$ cat src/rtl/ddr_arb_pkg.sv
// rtl/ddr_arb_pkg.sv - shared state encoding and MIG command codes for the DDR read/write arbiter
package ddr_arb_pkg;

  typedef enum logic [2:0] {
    ST_IDLE    = 3'd0,
    ST_ARB     = 3'd1,
    ST_WR      = 3'd2,
    ST_RD      = 3'd3,
    ST_RD_WAIT = 3'd4
  } state_t;

  localparam logic [2:0] CMD_WR = 3'b000;
  localparam logic [2:0] CMD_RD = 3'b001;

endpackage

$ cat src/rtl/ddr_beat_ctr.sv
// rtl/ddr_beat_ctr.sv - loadable beat counter with per-beat address generator
// done: all beats taken; done_next: done after this cycle's inc.
module ddr_beat_ctr #(
  parameter int ADDR_W    = 28,
  parameter int LEN_W     = 8,
  parameter int ADDR_STEP = 8
) (
  input  logic              clk,
  input  logic              rst_n,
  input  logic              load,
  input  logic [ADDR_W-1:0] load_addr,
  input  logic [LEN_W-1:0]  load_len,
  input  logic              inc,
  output logic [ADDR_W-1:0] addr,
  output logic              done,
  output logic              done_next
);

  logic [LEN_W-1:0]  cnt_q, cnt_d;
  logic [LEN_W-1:0]  len_q, len_d;
  logic [ADDR_W-1:0] addr_q, addr_d;

  always_comb begin
    cnt_d  = cnt_q;
    len_d  = len_q;
    addr_d = addr_q;
    if (load) begin
      cnt_d  = '0;
      len_d  = load_len;
      addr_d = load_addr;
    end else if (inc && !done) begin
      // address wraps modulo 2^ADDR_W by plain truncation
      cnt_d  = LEN_W'(cnt_q + 1'b1);
      addr_d = ADDR_W'(addr_q + ADDR_W'(ADDR_STEP));
    end
  end

  always_ff @(posedge clk or negedge rst_n) begin
    if (!rst_n) begin
      cnt_q  <= '0;
      len_q  <= '0;
      addr_q <= '0;
    end else begin
      cnt_q  <= cnt_d;
      len_q  <= len_d;
      addr_q <= addr_d;
    end
  end

  assign addr      = addr_q;
  assign done      = (cnt_q == len_q);
  assign done_next = done || (inc && (LEN_W'(cnt_q + 1'b1) == len_q));

endmodule

$ cat src/rtl/ddr_rw_arbiter.sv
// rtl/ddr_rw_arbiter.sv - round-robin write/read burst sequencer for the MIG DDR3 app interface
// Optional no-progress watchdog enabled by DDR_ARB_WDOG_EN.
module ddr_rw_arbiter
  import ddr_arb_pkg::*;
#(
  parameter int ADDR_W      = 28,
  parameter int DATA_W      = 128,
  parameter int LEN_W       = 8,
  parameter int ADDR_STEP   = 8,
  parameter int WDOG_CYCLES = 1024
) (
  input  logic                ui_clk,
  input  logic                sys_rst_n,
  input  logic                init_calib_complete,
  output logic [ADDR_W-1:0]   app_addr,
  output logic [2:0]          app_cmd,
  output logic                app_en,
  input  logic                app_rdy,
  output logic [DATA_W-1:0]   app_wdf_data,
  output logic                app_wdf_wren,
  output logic                app_wdf_end,
  output logic [DATA_W/8-1:0] app_wdf_mask,
  input  logic                app_wdf_rdy,
  input  logic [DATA_W-1:0]   app_rd_data,
  input  logic                app_rd_data_valid,
  input  logic                wr_req,
  input  logic                rd_req,
  input  logic [ADDR_W-1:0]   wr_addr,
  input  logic [ADDR_W-1:0]   rd_addr,
  input  logic [LEN_W-1:0]    wr_len,
  input  logic [LEN_W-1:0]    rd_len,
  output logic                wr_ack,
  output logic                rd_ack,
  input  logic [DATA_W-1:0]   wr_data,
  output logic                wr_data_rd,
  output logic                wr_done,
  output logic                rd_done,
  output logic [DATA_W-1:0]   rd_data,
  output logic                rd_data_valid,
  output logic                err_timeout
);

  state_t      state_q, state_d;
  logic        last_rd_q, last_rd_d;
  logic [2:0]  cmd_q, cmd_d;
  logic        in_wr, in_rd, rd_gate, gnt_wr, gnt_rd;
  logic        cmd_acc, dat_acc;
  logic [ADDR_W-1:0] wc_addr, rc_addr, unused_wd_addr, unused_rr_addr;
  logic        wc_done, wc_done_next, wd_done, wd_done_next;
  logic        rc_done, rc_done_next, rr_done_next, unused_rr_done;

  assign in_wr   = (state_q == ST_WR);
  assign in_rd   = (state_q == ST_RD);
  assign rd_gate = in_rd || (state_q == ST_RD_WAIT);
  assign gnt_wr  = wr_req && (!rd_req || last_rd_q);
  assign gnt_rd  = rd_req && !gnt_wr;

  assign app_en        = (in_wr && !wc_done) || (in_rd && !rc_done);
  assign cmd_acc       = app_en && app_rdy;
  assign app_wdf_wren  = in_wr && !wd_done;
  assign dat_acc       = app_wdf_wren && app_wdf_rdy;
  assign wr_data_rd    = dat_acc;
  assign app_wdf_end   = app_wdf_wren;
  assign app_wdf_data  = wr_data;
  assign app_wdf_mask  = '0;
  assign app_addr      = in_rd ? rc_addr : wc_addr;
  assign app_cmd       = cmd_q;
  assign rd_data       = app_rd_data;
  assign rd_data_valid = app_rd_data_valid && rd_gate;

  always_comb begin
    state_d   = state_q;
    last_rd_d = last_rd_q;
    cmd_d     = cmd_q;
    wr_ack    = 1'b0;
    rd_ack    = 1'b0;
    wr_done   = 1'b0;
    rd_done   = 1'b0;
    unique case (state_q)
      ST_IDLE: if (init_calib_complete) state_d = ST_ARB;
      ST_ARB: begin
        if (init_calib_complete && gnt_wr) begin
          wr_ack    = 1'b1;
          cmd_d     = CMD_WR;
          last_rd_d = 1'b0;
          state_d   = ST_WR;
        end else if (init_calib_complete && gnt_rd) begin
          rd_ack    = 1'b1;
          cmd_d     = CMD_RD;
          last_rd_d = 1'b1;
          state_d   = ST_RD;
        end
      end
      ST_WR: begin
        if (wc_done_next && wd_done_next) begin
          wr_done = 1'b1;
          state_d = ST_ARB;
        end
      end
      ST_RD: begin
        if (rc_done_next && rr_done_next) begin
          rd_done = 1'b1;
          state_d = ST_ARB;
        end else if (rc_done_next) begin
          state_d = ST_RD_WAIT;
        end
      end
      ST_RD_WAIT: begin
        if (rr_done_next) begin
          rd_done = 1'b1;
          state_d = ST_ARB;
        end
      end
      default: state_d = ST_IDLE;
    endcase
  end

  always_ff @(posedge ui_clk or negedge sys_rst_n) begin
    if (!sys_rst_n) begin
      state_q   <= ST_IDLE;
      last_rd_q <= 1'b1;
      cmd_q     <= CMD_WR;
    end else begin
      state_q   <= state_d;
      last_rd_q <= last_rd_d;
      cmd_q     <= cmd_d;
    end
  end

  ddr_beat_ctr #(.ADDR_W(ADDR_W), .LEN_W(LEN_W), .ADDR_STEP(ADDR_STEP)) u_wr_cmd (
    .clk(ui_clk), .rst_n(sys_rst_n), .load(wr_ack), .load_addr(wr_addr), .load_len(wr_len),
    .inc(cmd_acc && in_wr), .addr(wc_addr), .done(wc_done), .done_next(wc_done_next));

  ddr_beat_ctr #(.ADDR_W(ADDR_W), .LEN_W(LEN_W), .ADDR_STEP(ADDR_STEP)) u_wr_dat (
    .clk(ui_clk), .rst_n(sys_rst_n), .load(wr_ack), .load_addr(wr_addr), .load_len(wr_len),
    .inc(dat_acc), .addr(unused_wd_addr), .done(wd_done), .done_next(wd_done_next));

  ddr_beat_ctr #(.ADDR_W(ADDR_W), .LEN_W(LEN_W), .ADDR_STEP(ADDR_STEP)) u_rd_cmd (
    .clk(ui_clk), .rst_n(sys_rst_n), .load(rd_ack), .load_addr(rd_addr), .load_len(rd_len),
    .inc(cmd_acc && in_rd), .addr(rc_addr), .done(rc_done), .done_next(rc_done_next));

  // return beats are counted from the first RD cycle, so early returns still count
  ddr_beat_ctr #(.ADDR_W(ADDR_W), .LEN_W(LEN_W), .ADDR_STEP(ADDR_STEP)) u_rd_ret (
    .clk(ui_clk), .rst_n(sys_rst_n), .load(rd_ack), .load_addr(rd_addr), .load_len(rd_len),
    .inc(rd_data_valid), .addr(unused_rr_addr), .done(unused_rr_done), .done_next(rr_done_next));

`ifdef DDR_ARB_WDOG_EN
  localparam int WD_W = $clog2(WDOG_CYCLES + 1);
  logic [WD_W-1:0] wdog_q, wdog_d;
  logic            err_q, err_d;

  always_comb begin
    wdog_d = wdog_q;
    err_d  = err_q;
    if (cmd_acc || dat_acc || rd_data_valid || !(in_wr || rd_gate)) begin
      wdog_d = '0;
    end else if (wdog_q != WD_W'(WDOG_CYCLES)) begin
      wdog_d = WD_W'(wdog_q + 1'b1);
    end
    if (wdog_d == WD_W'(WDOG_CYCLES)) err_d = 1'b1;
  end

  always_ff @(posedge ui_clk or negedge sys_rst_n) begin
    if (!sys_rst_n) begin
      wdog_q <= '0;
      err_q  <= 1'b0;
    end else begin
      wdog_q <= wdog_d;
      err_q  <= err_d;
    end
  end

  assign err_timeout = err_q;
`else
  localparam int unused_wdog_cycles = WDOG_CYCLES;
  assign err_timeout = 1'b0;
`endif

endmodule

$ cat config.mk
export PLATFORM = sky130hd
export DESIGN_NAME = ddr_rw_arbiter
export DESIGN_NICKNAME = d
export VERILOG_FILES = /design/src/rtl/ddr_arb_pkg.sv /design/src/rtl/ddr_beat_ctr.sv /design/src/rtl/ddr_rw_arbiter.sv
export SDC_FILE = /design/constraint.sdc
export NUM_CORES = 1
export LEC_CHECK = 0
export BUFFER_PORTS_ARGS = -buffer_cell sky130_fd_sc_hd__buf_2
export CAP_MARGIN = 20
export CELL_PAD_IN_SITES_DETAIL_PLACEMENT = 1
export CELL_PAD_IN_SITES_GLOBAL_PLACEMENT = 1
export CORE_AREA = 3 3 249 251
export DETAILED_ROUTE_END_ITERATION = 7
export DIE_AREA = 0 0 252 254
export PLACE_DENSITY_LB_ADDON = 0.2
export SETUP_SLACK_MARGIN = 0.1
export SKIP_CTS_REPAIR_TIMING = 1
export SYNTH_ARGS = -nofsm -noshare
export SYNTH_HDL_FRONTEND = slang
export SYNTH_SLANG_ARGS = --single-unit
$ cat constraint.sdc
create_clock -name ui_clk -period 3.8 [get_ports ui_clk]
set_clock_uncertainty 0.1 [all_clocks]
set_input_delay 0.57 -clock ui_clk [delete_from_list [all_inputs] [get_ports ui_clk]]
set_output_delay 0.57 -clock ui_clk [all_outputs]
set_load 0.05 [all_outputs]
# [Yosys cells after proc, flatten, opt, wreduce, memory -nomap -nowiden]
# Index checks and enable logic that the tools add are counted.
[totals] out_inout_bits=313 wordCells=112 in_bits=336 regBits=111
[classes] eq_ne=17 mux=35 n_addsub=6 n_reduce_logical=43
[ops] cell="$mux 28" count=5
[ops] cell="$eq 8x8->1" count=8
[ops] cell="$mux 8" count=8
[ops] cell="$add 28x4->28 const B" count=2
[ops] cell="$add 8x1->8 const B" count=4
[ops] cell="$mux 3" count=9
[ops] cell="$logic_and 1x1->1" count=22
[ops] cell="$pmux 3 s5" count=1
[ops] cell="$mux 1" count=11
[ops] cell="$reduce_bool 2->1" count=5
[ops] cell="$logic_or 1x1->1" count=7
[ops] cell="$eq 3x2->1 const B" count=2
[ops] cell="$logic_not 1->1" count=6
[ops] cell="$reduce_and 5->1" count=1
[ops] cell="$ne 2x2->1 const B" count=2
[ops] cell="$eq 3x1->1 const B" count=1
[ops] cell="$eq 3x3->1 const B" count=1
[ops] cell="$logic_not 3->1" count=1
[ops] cell="$ne 3x1->1 const B" count=1
[ops] cell="$ne 3x3->1 const B" count=1
[ops] cell="$ne 2x1->1 const B" count=1
[ops] cell="$pmux 1 s2" count=1
[ops] cell="$reduce_and 2->1" count=1

# [Logic depth before layout (Yosys ltp)]
[logic_depth] depth_word=11 ltp_mapped=9 ltp_nobuf=8

# [Cells and area by module]
# A second synthesis with hierarchy kept.
[hier_totals] hier_cells=1431 area_unflattened_um2=13419.1
[by_module_without_submodules] module="ddr_beat_ctr at u_rd_cmd ..." area_each_um2=2671.3 cells_each=275 seq_area_each_um2=1101.1 instances=3
[by_module_without_submodules] module="ddr_rw_arbiter" area_each_um2=2836.5 cells_each=353 seq_area_each_um2=126.4 instances=1
[by_module_without_submodules] module="ddr_beat_ctr at u_rd_ret" area_each_um2=2568.7 cells_each=253 seq_area_each_um2=1101.1 instances=1

# [Least setup slack after synthesis]
# Ideal clock, no wire load.
[synth_timing] path_type="register to output" from="register state_q[2]" to="output port rd_done" path_stages_with_launch=6 t_arrival_ns=3.086 setup_slack_ns=0.044 required_ns=3.130 n_path_buf=0 path_cell_list="dfrtp_1 -> nand3b_1 -> a21boi_0 -> and4_1 -> a31oi_1 -> nor2_1"
[synth_between] word_cells_on_any_way=18 classes_between="3 x eq/ne; 3 x mux; 12 x reduce/logical"
[synth_rtl] item="start, declared" line_no="ddr_rw_arbiter.sv:43" text="state_t state_q, state_d;"
[synth_rtl] item="start signal, assigned" line_no="ddr_rw_arbiter.sv:124" text="state_q <= state_d;"
[synth_rtl] item="$eq 3x2->1 or $eq 3x3->1 (tied branches)" line_no="ddr_rw_arbiter.sv:53, ddr_rw_arbiter.sv:54"
[synth_rtl] item="$logic_or 1x1->1 (*)" line_no="ddr_rw_arbiter.sv:54" text="assign rd_gate = in_rd || (state_q == ST_RD_WAIT);"
[synth_rtl] item="$logic_and 1x1->1 (*)" line_no="ddr_rw_arbiter.sv:69" text="assign rd_data_valid = app_rd_data_valid && rd_gate;"
[synth_rtl] item="net rd_data_valid" line_no="ddr_rw_arbiter.sv:39" text="output logic rd_data_valid,"
[synth_rtl] item="$logic_and 1x1->1 (*)" line_no="ddr_beat_ctr.sv:52" text="assign done_next = done || (inc && (LEN_W'(cnt_q + 1'b1) == len_q));"
[synth_rtl] item="$logic_or 1x1->1 (*)" line_no="ddr_beat_ctr.sv:52"
[synth_rtl] item="$logic_and 1x1->1" line_no="ddr_rw_arbiter.sv:101" text="if (rc_done_next && rr_done_next) begin"
[synth_rtl] item="$mux 1" line_no="ddr_rw_arbiter.sv:101"
[synth_rtl] item="$pmux 1 s2 (*)" line_no="ddr_rw_arbiter.sv:79" text="unique case (state_q)"
[synth_rtl] item="end, declared" line_no="ddr_rw_arbiter.sv:37" text="output logic rd_done,"
# The timed path passes the listed nets; every way through them passes the cells marked *.

# [Worst setup path in the final report]
[layout_timing] from="register u_rd_cmd.cnt_q[0]" to="output port rd_done"
[layout_between] elab_chain_len=11 word_cells_on_any_way=13 classes_between="1 x add/sub; 2 x eq/ne; 2 x mux; 8 x reduce/logical"
[layout_rtl] item="start, declared" line_no="ddr_beat_ctr.sv:19" text="logic [LEN_W-1:0] cnt_q, cnt_d;"
[layout_rtl] item="start signal, assigned" line_no="ddr_beat_ctr.sv:44" text="cnt_q <= cnt_d;"
[layout_rtl] item="parallel branches: the longest is 7 deep, another holds $add 8x1->8"
[layout_rtl] item="$logic_or 1x1->1 (*)" line_no="ddr_beat_ctr.sv:52"
[layout_rtl] item="$logic_and 1x1->1 (*)" line_no="ddr_rw_arbiter.sv:101"
[layout_rtl] item="$mux 1 (*)" line_no="ddr_rw_arbiter.sv:101"
[layout_rtl] item="$pmux 1 s2 (*)" line_no="ddr_rw_arbiter.sv:79"
# Every way passes the cells marked *.

==> metrics.md <==
| Metric | Value |
|---|---|
| Largest net degree at the start of global routing | `69` |
| Starting Density | `14.7%` |
| First-pass GRT wire length | `45,800 um` |
| Switching Fraction | `48.4%` |
| Final Hold Viols | `0` |
| I/O pin cnt | `649` |
| Initial antenna violation count | `4` |
| Switching Power | `2.95 mW` |
| CTS Sinks | `109` |
| Synth top area cells | `dfrtp_1, buf_4, nand2_1, xor2_1, xnor2_1` |
| Global route total overflow | `0` |
| Setup violations, final | `0` |
| Die X | `252 um` |
| Leak pwr | `3.66 nW` |
| Tmin final | `3.51 ns` |
| Clock Path Buffers | `2` |
| Outcome | `finished clean` |
| Synth Area in Simple Gates | `19.0%` |
| Via count of the first global-routing pass | `6,770` |
| Most frequent cells in the layout | `nand2_1, buf_2, dfrtp_1` |
| Worst setup EP type | `output port` |
| Worst-path clk slew | `0.08 ns` |
| Crit path max fanout | `6` |
| 1st-pass router iterations | `4` |
| Post-Route WL | `31,400 um` |
| Diodes inserted | `0` |
| DIE AREA | `0.0640 mm2` |
| Worst vdd ir | `0.235 mV` |
| Critical Path Source Type | `register` |
| Mapped Cells | `1,059` |
| # DRC | `0` |
| Power per cell area | `698 mW/mm2` |
| Multiplexer area fraction after synthesis | `4.48%` |
| Reg power frac | `37.4%` |
| Clk_lat worst skew | `0.40 ns` |
| Initial drt markers | `213` |
| Post-synthesis instance area | `0.00882 mm2` |
| Largest family of logic cells by synthesized area | `buffers and inverters` |
| Mean Syn Cell Area | `8.33 um2` |
| Syn. warnings | `0` |
| Placed Area | `0.00837 mm2` |
| Clock Root Buffer | `clkbuf_16` |
| Hold WC Path Type | `in2async` |
| Max-Cap Viols | `0` |
| # rows | `90` |
| Internal power | `3.14 mW` |
| Total GRT Usage | `9.77%` |
| F_max | `285 MHz` |
| RSZ-0062 raised after global routing | `no` |
| Placer Congestion | `0.740` |
| Placed insts | `1,678` |
| Crit Path Category | `reg2out` |
| Biggest area consumer among synthesized cells | `dfrtp_1` |
| Combinational group share of total power | `45.7%` |
| Vias per cell | `3.75` |
| Buffers on Ports | `117` |
| Commonest non-fill, non-tap cell in the layout | `nand2_1` |
| Area Growth Syn to Fin | `-1.08%` |
| Post-synth top area share | `30.6%` |
| Final ANT Viol Nets | `0` |
| CTS Buf Count | `9` |
| Share of cells above drive strength 1 | `21.5%` |
| Register area share after synthesis | `30.9%` |
| Post-route cell area | `0.00873 mm2` |
| Final std cells w/o fill | `1,693` |
| Final Util | `14.5%` |
| Synth Area in Compound Gates | `7.55%` |
| Ys flop type | `dfrtp_1` |
| Worst Max-Slew Pin Slew | `0.762 ns` |
| CTS tree | `done` |
| Asr flop ratio synth | `100%` |
| Final period util | `92.3%` |
| Clock share of power | `16.8%` |
| Post-synthesis xor/xnor area fraction | `11.2%` |
| Routed len/inst | `18.5 um` |
| Post-synth EDFFs | `0` |
| DP HPWL | `24,400 um` |
| Register bit total from synthesis | `109` |
| Sum Neg Setup Slack | `0 ns` |
| Post-synth cell types | `62` |
| WP data arrival | `2.84 ns` |
| Adder-Cell Fraction of Synth Area | `0.851%` |
| Vias | `6,353` |
| Fillers | `7,148` |
| Slew Limit Fails | `0` |
| Reg-to-reg slack, setup | `0.99 ns` |
| Nets | `1,249` |
| Relative slew slack | `49.1%` |
| CTS H-tree depth | `3` |
| Req. time, crit path | `3.13 ns` |
| Die Ht | `254 um` |
| Core Area | `0.0601 mm2` |
[power by group through the flow]
stage | Clock (mW) | Combinational [mW] | Sequential, mW
6_report | 1.02 | 2.79 | 2.28
2_1_floorplan | 0 | 2.90 | 2.03
4_1_cts | 1.11 | 2.81 | 2.31
3_5_place_dp | 0 | 2.79 | 2.32
3_3_place_gp | 0 | 2.80 | 2.32
5_1_grt | 1.14 | 3.08 | 2.39
[worst max-delay path, stage by stage, from the launching register on]
cell	delay, ns
dfrtp_1	0.46
ha_1	0.36
xor2_1	0.16
nor4b_2	0.27
nand3_1	0.16
a2111oi_4	0.35
nor2_1	0.12
o21a_1	0.23
nor2_4	0.15
buf_6	0.18
[kinds of logic (layout without fill, tap and decap cells)]
family | after synthesis | in the layout
xor+xnor | 112 | 112
compound gates | 105 | 105
other cells | 1 | 19
mux | 36 | 36
buf+inv | 331 | 165
fa+ha+maj | 6 | 6
simple gates | 359 | 359
flops | 109 | 109
[synthesized netlist by cell type, types with 3 or more instances]
library cell / n
a21oi_1: 9
nand2_1: 159
mux2_2: 28
nand2b_1: 3
nor4b_1: 3
clkbuf_1: 30
a31oi_1: 5
buf_4: 277
a211o_1: 3
buf_2: 7
or3_1: 4
o21ai_0: 51
a2111oi_2: 3
nand3_1: 40
and4_1: 7
o21ai_1: 6
nor2b_1: 5
dfrtp_1: 108
xor2_1: 58
mux2i_1: 8
a211oi_1: 6
nand4_1: 20
nor2_1: 67
nor3_1: 9
ha_1: 6
and3_1: 15
xnor2_1: 53
inv_1: 15
o211ai_1: 4
and2_1: 13
[per-stage QoR]
step	total power [mW]	hold slack, ns	worst slack (ns)
after floorplan	4.93	0.174	0.291
after global placement	5.12	0.358	0.421
after detailed placement	5.12	0.362	0.348
after CTS	6.23	0.121	-0.135
after global routing	6.60	0.165	0.110
final	6.09	0.118	0.293
[final timing paths]
kind | start | to | depth (start not counted)
worst max-delay path | u_rd_cmd.cnt_q[0] | rd_done | 9
worst min-delay path | sys_rst_n | u_rd_cmd.addr[11] | 1
worst max register to register | u_rd_cmd.len_q[7] | u_rd_cmd.addr[23] | 9
worst min register to register | last_rd_q | last_rd_q | 2
max in group asynchronous | sys_rst_n | u_rd_cmd.addr[2] | 2
min in group ui_clk | wr_addr[1] | u_wr_cmd.addr[1] | 3
[layer usage]
metal  up-vias  routed length, um  track usage (%)
met4         6               1080             4.98
met5         -                 46                0
li1       2891                  -                -
met1      3077              13200             11.6
met3       108               2710             4.06
met2       271              14400             15.1
[layout make-up]
| cell class | instances | area [um2] | share of cell area [%] |
|---|---|---|---|
| clock buffer | 10 | 229 | 2.62 |
| clock inverter | 5 | 61.3 | 0.703 |
| inverter | 16 | 60.1 | 0.688 |
| multi-input combinational | 637 | 3930 | 45.1 |
| sequential | 109 | 2730 | 31.3 |
| tap | 782 | 978 | 11.2 |
| timing repair buffer | 134 | 737 | 8.45 |
[state kept, by name, summed over array words and instances, names as in the netlist]
| name | count |
|---|---|
| app_cmd | 1 |
| last_rd_q | 1 |
| state_q | 3 |
| u_rd_cmd.addr | 28 |
| u_rd_cmd.cnt_q | 8 |
| u_rd_cmd.len_q | 8 |
| u_rd_ret.cnt_q | 8 |
| u_wr_cmd.addr | 28 |
| u_wr_cmd.cnt_q | 8 |
| u_wr_dat.cnt_q | 8 |
| u_wr_dat.len_q | 8 |
Power figures use the tool's default switching activity.
